## src/rtl/machine_csr_unit.sv

```systemverilog
// machine_csr_unit
//   Machine-mode CSR file and trap state. It sits after the machine trap
//   controller and takes its trap-entry and mret strobes to update mstatus,
//   mepc and mcause. It gives the PC mux the trap target and the return PC.
//   It feeds the enable and pending bits back to the controller. It also
//   serves CSR read/write accesses from EX.
// Ports
//   i_clk, i_rst            clock, synchronous active-high reset
//   i_intr_en, i_excep_en   take interrupt / exception at the next edge
//   i_mret                  mret commit
//   i_intr_cause, i_exc_cause, i_epc   trap cause codes and PC to save
//   i_meip_raw, i_mtip_raw  level interrupt lines, registered into mip
//   i_csr_*                 CSR access from EX (re, we, op, addr, wdata)
//   o_csr_rdata             combinational read value of i_csr_addr
//   o_csr_illegal           unimplemented CSR, or write to a read-only CSR
//   o_mie/o_meie/o_mtie     enable bits back to the controller
//   o_meip/o_mtip           registered pending bits
//   o_trap_pc, o_epc        trap target PC and mepc
module machine_csr_unit #(
   parameter logic [31:0] P_MTVEC_RESET = 32'h0000_0100,
   parameter bit          P_VECTORED_EN = 1'b1
) (
   input  logic        i_clk,
   input  logic        i_rst,
   input  logic        i_intr_en,
   input  logic        i_excep_en,
   input  logic        i_mret,
   input  logic [3:0]  i_intr_cause,
   input  logic [3:0]  i_exc_cause,
   input  logic [31:0] i_epc,
   input  logic        i_meip_raw,
   input  logic        i_mtip_raw,
   input  logic        i_csr_re,
   input  logic        i_csr_we,
   input  logic [1:0]  i_csr_op,
   input  logic [11:0] i_csr_addr,
   input  logic [31:0] i_csr_wdata,
   output logic [31:0] o_csr_rdata,
   output logic        o_csr_illegal,
   output logic        o_mie,
   output logic        o_meie,
   output logic        o_mtie,
   output logic        o_meip,
   output logic        o_mtip,
   output logic [31:0] o_trap_pc,
   output logic [31:0] o_epc
);

   localparam logic [11:0] A_MSTATUS  = 12'h300;
   localparam logic [11:0] A_MIE      = 12'h304;
   localparam logic [11:0] A_MTVEC    = 12'h305;
   localparam logic [11:0] A_MSCRATCH = 12'h340;
   localparam logic [11:0] A_MEPC     = 12'h341;
   localparam logic [11:0] A_MCAUSE   = 12'h342;
   localparam logic [11:0] A_MIP      = 12'h344;

   typedef struct packed {
      logic        re;
      logic        we;
      logic [1:0]  op;
      logic [11:0] addr;
      logic [31:0] wdata;
   } csr_req_t;

   csr_req_t req;
   assign req = '{re: i_csr_re, we: i_csr_we, op: i_csr_op,
                  addr: i_csr_addr, wdata: i_csr_wdata};

   // architectural state
   logic        st_mie, st_mpie;
   logic        ie_meie, ie_mtie;
   logic [31:2] tvec_base;
   logic        tvec_mode;      // only modes 0 and 1 are ever held
   logic [31:0] mscratch;
   logic [31:0] mepc;           // bits [1:0] kept at zero
   logic        cause_int;
   logic [3:0]  cause_code;
   logic        ip_meip, ip_mtip;

   logic        impl;
   logic [31:0] cur;
   logic [31:0] wval;
   logic        wr_ok;
   logic        trap;

   assign trap = i_intr_en | i_excep_en;

   // read mux; also gives the old value for RS/RC
   always_comb begin
      impl = 1'b1;
      cur  = '0;
      case (req.addr)
         A_MSTATUS:  cur = {19'b0, 2'b11, 3'b0, st_mpie, 3'b0, st_mie, 3'b0};
         A_MIE:      cur = {20'b0, ie_meie, 3'b0, ie_mtie, 7'b0};
         A_MTVEC:    cur = {tvec_base, 1'b0, tvec_mode};
         A_MSCRATCH: cur = mscratch;
         A_MEPC:     cur = mepc;
         A_MCAUSE:   cur = {cause_int, 27'b0, cause_code};
         A_MIP:      cur = {20'b0, ip_meip, 3'b0, ip_mtip, 7'b0};
         default:    impl = 1'b0;
      endcase
   end

   assign o_csr_rdata   = cur;
   assign o_csr_illegal = (req.re | req.we) &
                          (~impl | (req.we & ((req.addr == A_MIP) | (req.addr[11:10] == 2'b11))));
   assign wr_ok         = req.we & (req.op != 2'b00) & ~o_csr_illegal;

   always_comb begin
      case (req.op)
         2'b10:   wval = cur | req.wdata;
         2'b11:   wval = cur & ~req.wdata;
         default: wval = req.wdata;
      endcase
   end

   always_ff @(posedge i_clk) begin
      if (i_rst) begin
         st_mie     <= 1'b0;
         st_mpie    <= 1'b0;
         ie_meie    <= 1'b0;
         ie_mtie    <= 1'b0;
         tvec_base  <= P_MTVEC_RESET[31:2];
         tvec_mode  <= P_MTVEC_RESET[0] & P_VECTORED_EN;
         mscratch   <= '0;
         mepc       <= '0;
         cause_int  <= 1'b0;
         cause_code <= '0;
         ip_meip    <= 1'b0;
         ip_mtip    <= 1'b0;
      end else begin
         ip_meip <= i_meip_raw;
         ip_mtip <= i_mtip_raw;

         if (trap) begin
            mepc       <= i_epc & ~32'h3;
            st_mpie    <= st_mie;
            st_mie     <= 1'b0;
            cause_int  <= i_intr_en;
            cause_code <= i_intr_en ? i_intr_cause : i_exc_cause;
         end else if (i_mret) begin
            st_mie  <= st_mpie;
            st_mpie <= 1'b1;
         end

         // CSR writes lose only against an event touching the same register
         if (wr_ok) begin
            case (req.addr)
               A_MSTATUS: if (!trap && !i_mret) begin
                  st_mie  <= wval[3];
                  st_mpie <= wval[7];
               end
               A_MIE: begin
                  ie_meie <= wval[11];
                  ie_mtie <= wval[7];
               end
               A_MTVEC: begin
                  tvec_base <= wval[31:2];
                  // reserved modes 2/3 leave the old mode in place
                  if (P_VECTORED_EN && !wval[1]) tvec_mode <= wval[0];
               end
               A_MSCRATCH: mscratch <= wval;
               A_MEPC:     if (!trap) mepc <= wval & ~32'h3;
               A_MCAUSE:   if (!trap) begin
                  cause_int  <= wval[31];
                  cause_code <= wval[3:0];
               end
               default: ;
            endcase
         end
      end
   end

   assign o_mie  = st_mie;
   assign o_meie = ie_meie;
   assign o_mtie = ie_mtie;
   assign o_meip = ip_meip;
   assign o_mtip = ip_mtip;
   assign o_epc  = mepc;

   // vectored offset only for interrupts; sum wraps naturally at 32 bits
   assign o_trap_pc = {tvec_base, 2'b00} +
                      ((tvec_mode & i_intr_en) ? {26'b0, i_intr_cause, 2'b00} : 32'h0);

endmodule
```

## config.mk

```make
export PLATFORM = sky130hd
export DESIGN_NAME = machine_csr_unit
export DESIGN_NICKNAME = d
export VERILOG_FILES = /design/src/rtl/machine_csr_unit.sv
export SDC_FILE = /design/constraint.sdc
export NUM_CORES = 1
export LEC_CHECK = 0
export ABC_AREA = 1
export CAP_MARGIN = 10
export CORE_MARGIN = 2
export CORE_UTILIZATION = 44
export DETAILED_ROUTE_END_ITERATION = 16
export GPL_TIMING_DRIVEN = 0
export PLACE_DENSITY = 0.75
export SLEW_MARGIN = 20
export SYNTH_ARGS = -nofsm -noshare
export SYNTH_HDL_FRONTEND = slang
export SYNTH_SLANG_ARGS = --single-unit
```

## constraint.sdc

```tcl
create_clock -name i_clk -period 3.55 [get_ports i_clk]
set_clock_uncertainty 0.2 [all_clocks]
set_input_delay 0.71 -clock i_clk [delete_from_list [all_inputs] [get_ports i_clk]]
set_output_delay 0.71 -clock i_clk [all_outputs]
set_load 0.03 [all_outputs]
```

==> flow_summary.yaml <==
worst_setup_path:
  crit_fanout: 4
  cp-start-kind: "input port"
  crit_start: "i_intr_en"
  required_ns: 2.64
  reg2regPathDepth: 11
  criticalPathCategory: "input port to output port"
  worstSetupEndpointType: "output port"
  crit_path_end: "o_trap_pc[24]"
  regToRegSetupSlack_ns: 1.68
  timing.rr.start: "tvec_base[7]"
  cp.arrival_ns: 2.92
  r2r_end: "o_epc[7]"
global_routing:
  antenna_found_initial: 0
  grt.total_usage_pct: 34.5
  grt_pass1_vias: 8484
  grt_max_degree: 19
  grt_first_pass_wirelength_um: 44700
  grt_overflow_total: 0
timing:
  fmax_mhz: 261
  timing_hold_violations_final: 0
  max_slew_margin_pct: 47.5
  rsz0062_at_grt: "true"
  slew_viol_final: 0
  finalCriticalPeriod_ns: 3.83
  finalWorstSetupSlack_ns: -0.282
  holdWs_ns: 0.288
  tightest_slew_ns: 0.787
  tns_ns: -2.32
  min_period_over_period_pct: 108
  setup_violations: 19
logic_synthesis:
  yosys-top-cells-area: "dfxtp_1 (30%), nand2_1 (16%), nor2_1 (13%), o21ai_0 (5.9%), inv_1 (5.5%)"
  yosysTopAreaCellShare_pct: 30.2
  synth-simple-area-share_pct: 36.7
  synth-seq-cells: 106
  synth_area_per_cell_um2: 6.07
  synth_xor_area_share_pct: 3.49
  synth_compound_area_share_pct: 18.9
  seq_area_frac_synth_pct: 30.2
  ys.flop_type: "dfxtp_1"
  synth_area_um2: 7020
  synth_top_family_by_area: "simple AND/OR/NAND/NOR gates"
  ys_warn_count: 0
  synth_top_area_cell: "dfxtp_1"
  synthAdderAreaFrac_pct: 0.998
  synthCells: 1157
  synth_enable_flop_cells: 0
  synth_mux_area_share_pct: 0
  async_flop_share_pct: 0
  synth.distinct_cells: 42
floorplan:
  die_width_um: 130
  core.rowCount: 46
  core_um2: 15700
  io-pin-count: 197
  dieArea_um2: 17000
  initial_core_util_pct: 44.7
  die_height_um: 130
routing:
  wl_met2_um: 13500
  vias: 9288
  detail-route-antenna-nets: 0
  drt_iter0_drc: 1061
  wl_met1_um: 11700
  vias_per_cell: 5.65
  drc: 0
  wl_per_cell_um: 18.5
  wl_met3_um: 3520
  highest_layer: "met4"
  wl_um: 30400
  firstDrtPassIters: 6
power:
  p_leak_uw: 0.00467
  pwr-share-comb_pct: 17.0
  ir_worst_vdd_v: 0.000239
  p_int_uw: 2000
  p_sw_share_pct: 28.9
  seq_power_share_pct: 43.7
  pwr_density_cell_nw_per_um2: 266
  switchingPower_uw: 812
  pwr-share-clk_pct: 39.3
placement:
  place.gp.congestion: 0.969
  post-place-ws_ns: -1.62
  dp_hpwl_um: 20900
  numPortBuffers: 192
  placed_cell_area_um2: 9320
  placed_cells: 1566
layout:
  area_delta_synth_final_pct: 50.6
  final_layout_size_suffix_gt1_share_pct: 18.5
  fin_cells: 1645
  seqCellArea_um2: 2130
  multi_input_comb_area_um2: 4800
  nFillCells: 1369
  fin_nets: 1524
  diodes: 0
  design_area_um2: 10600
clock_network:
  clockBufferDepth: 2
  cts_made_buffers: 9
  ctsHoldBuffers: 0
  clkSlewWorstSetupHoldPaths_ns: 0.07
  cts_root_buf: "clkbuf_16"
  clock_latency_ns: 0.37
  htree_levels: 3
  cts_tree: "built"
  cts.sinks: 106
run_status:
  violations: "setup timing"
  status: "complete, but fails checks"
min_path:
  hold_path_class: "register to register"
flow_run:
  cap_violations: 0
[registers in the layout (all words and copies together), names as in the netlist]
register    count
mscratch       32
cause_code      4
tvec_mode       1
o_mtip          1
o_meip          1
o_epc          32
o_mie           1
o_meie          1
cause_int       1
st_mpie         1
tvec_base      30
o_mtie          1
[layout by cell type, fill, tap and decap left out, types with 4 or more instances in the layout]
cell / n
a21boi_0: 28
a21oi_1: 48
buf_2: 25
buf_4: 87
buf_6: 28
clkbuf_1: 30
clkbuf_16: 10
clkbuf_2: 4
clkdlybuf4s50_1: 125
dfxtp_1: 104
inv_1: 96
inv_2: 9
nand2_1: 294
nand2_2: 9
nand2_4: 4
nand3_1: 26
nand4_1: 14
nor2_1: 230
nor2_2: 9
nor2_4: 14
nor3_1: 7
nor4_1: 4
o211ai_1: 31
o21ai_0: 80
o21ai_1: 4
o221ai_1: 7
o221ai_2: 7
xor2_1: 15
xor2_2: 8
xor2_4: 4
[stage by stage]
step | utilization, % | total power (µW)
after floorplan | - | 1460
after global placement | 59.3 | 1680
final | 67.3 | 2810
after global routing | 67.3 | 2860
after detailed placement | 59.3 | 1690
after CTS | 64.9 | 2770
[per-layer routing]
layer | vias up | global-route usage (%)
li1 | 4269 | -
met1 | 4253 | 44.6
met2 | 642 | 55.3
met3 | 124 | 6.36
met4 | 0 | 17.7
met5 | - | 0
[cell families (layout without fill, tap and decap cells)]
kind of cell | Yosys count | after routing
XOR/XNOR | 28 | 28
buffers and inverters | 166 | 437
adder cells (fa/ha/maj) | 5 | 5
flip-flops | 106 | 106
AO/OA/AOI/OAI | 218 | 218
AND/OR/NAND/NOR | 633 | 633
other | 1 | 2
[critical path, cell delays in order]
cell     delay [ns]
buf_8          0.09
nand2_8        0.06
nor2_4         0.10
ha_4           0.14
inv_2          0.03
fa_2           0.37
o21ai_4        0.23
nand3_4        0.13
nor2_4         0.18
nand2_4        0.07
nor3_4         0.24
buf_6          0.14
nand3_4        0.10
xor2_4         0.18
buf_6          0.14
[area by class of cell]
cell class              instances  area share (%)
multi-input cells             886            45.4
repair buffers                256            21.9
flip-flops and latches        106            20.1
inverters                     108            3.91
plain buffers                  57            3.15
well taps                     216            2.56
clock buffers                  10            2.26
clock inverters                 6           0.686
[synth_stat cells (5+ instances only)]
cell	instances
nand4_1	14
xor2_1	27
nor4_1	7
nand2_1	306
buf_4	6
nor2_2	7
o21ai_0	83
clkbuf_1	32
inv_2	5
a21boi_0	28
o211ai_1	31
nand3_1	30
nor2_1	244
a21oi_1	50
o221ai_1	16
inv_1	102
nor3_1	10
buf_2	12
dfxtp_1	106
[how the worst min path moves through the flow]
stage / to / from / depth (start not counted)
floorplan: mscratch[12] / mscratch[12] / 2
global placement: o_epc[1] / o_epc[1] / 2
detailed placement: o_epc[1] / o_epc[1] / 2
CTS: o_epc[1] / o_epc[1] / 2
global route: o_epc[1] / o_epc[1] / 2
finish: o_epc[1] / o_epc[1] / 2
[power by group through the flow]
stage          Clock (µW)  Sequential (µW)  Combinational [µW]
6_report             1110             1230                 478
5_1_grt              1120             1230                 511
4_1_cts              1080             1230                 459
3_5_place_dp            0             1260                 430
3_3_place_gp            0             1260                 426
2_1_floorplan           0             1300                 164
[what timing repair did]
action,4_1_cts,5_1_grt
pin swaps,24,22
resized for setup,410,100
buffers inserted,47,19
setup endpoints to repair,62,61
Note: power is estimated with default switching activity, not from simulation.
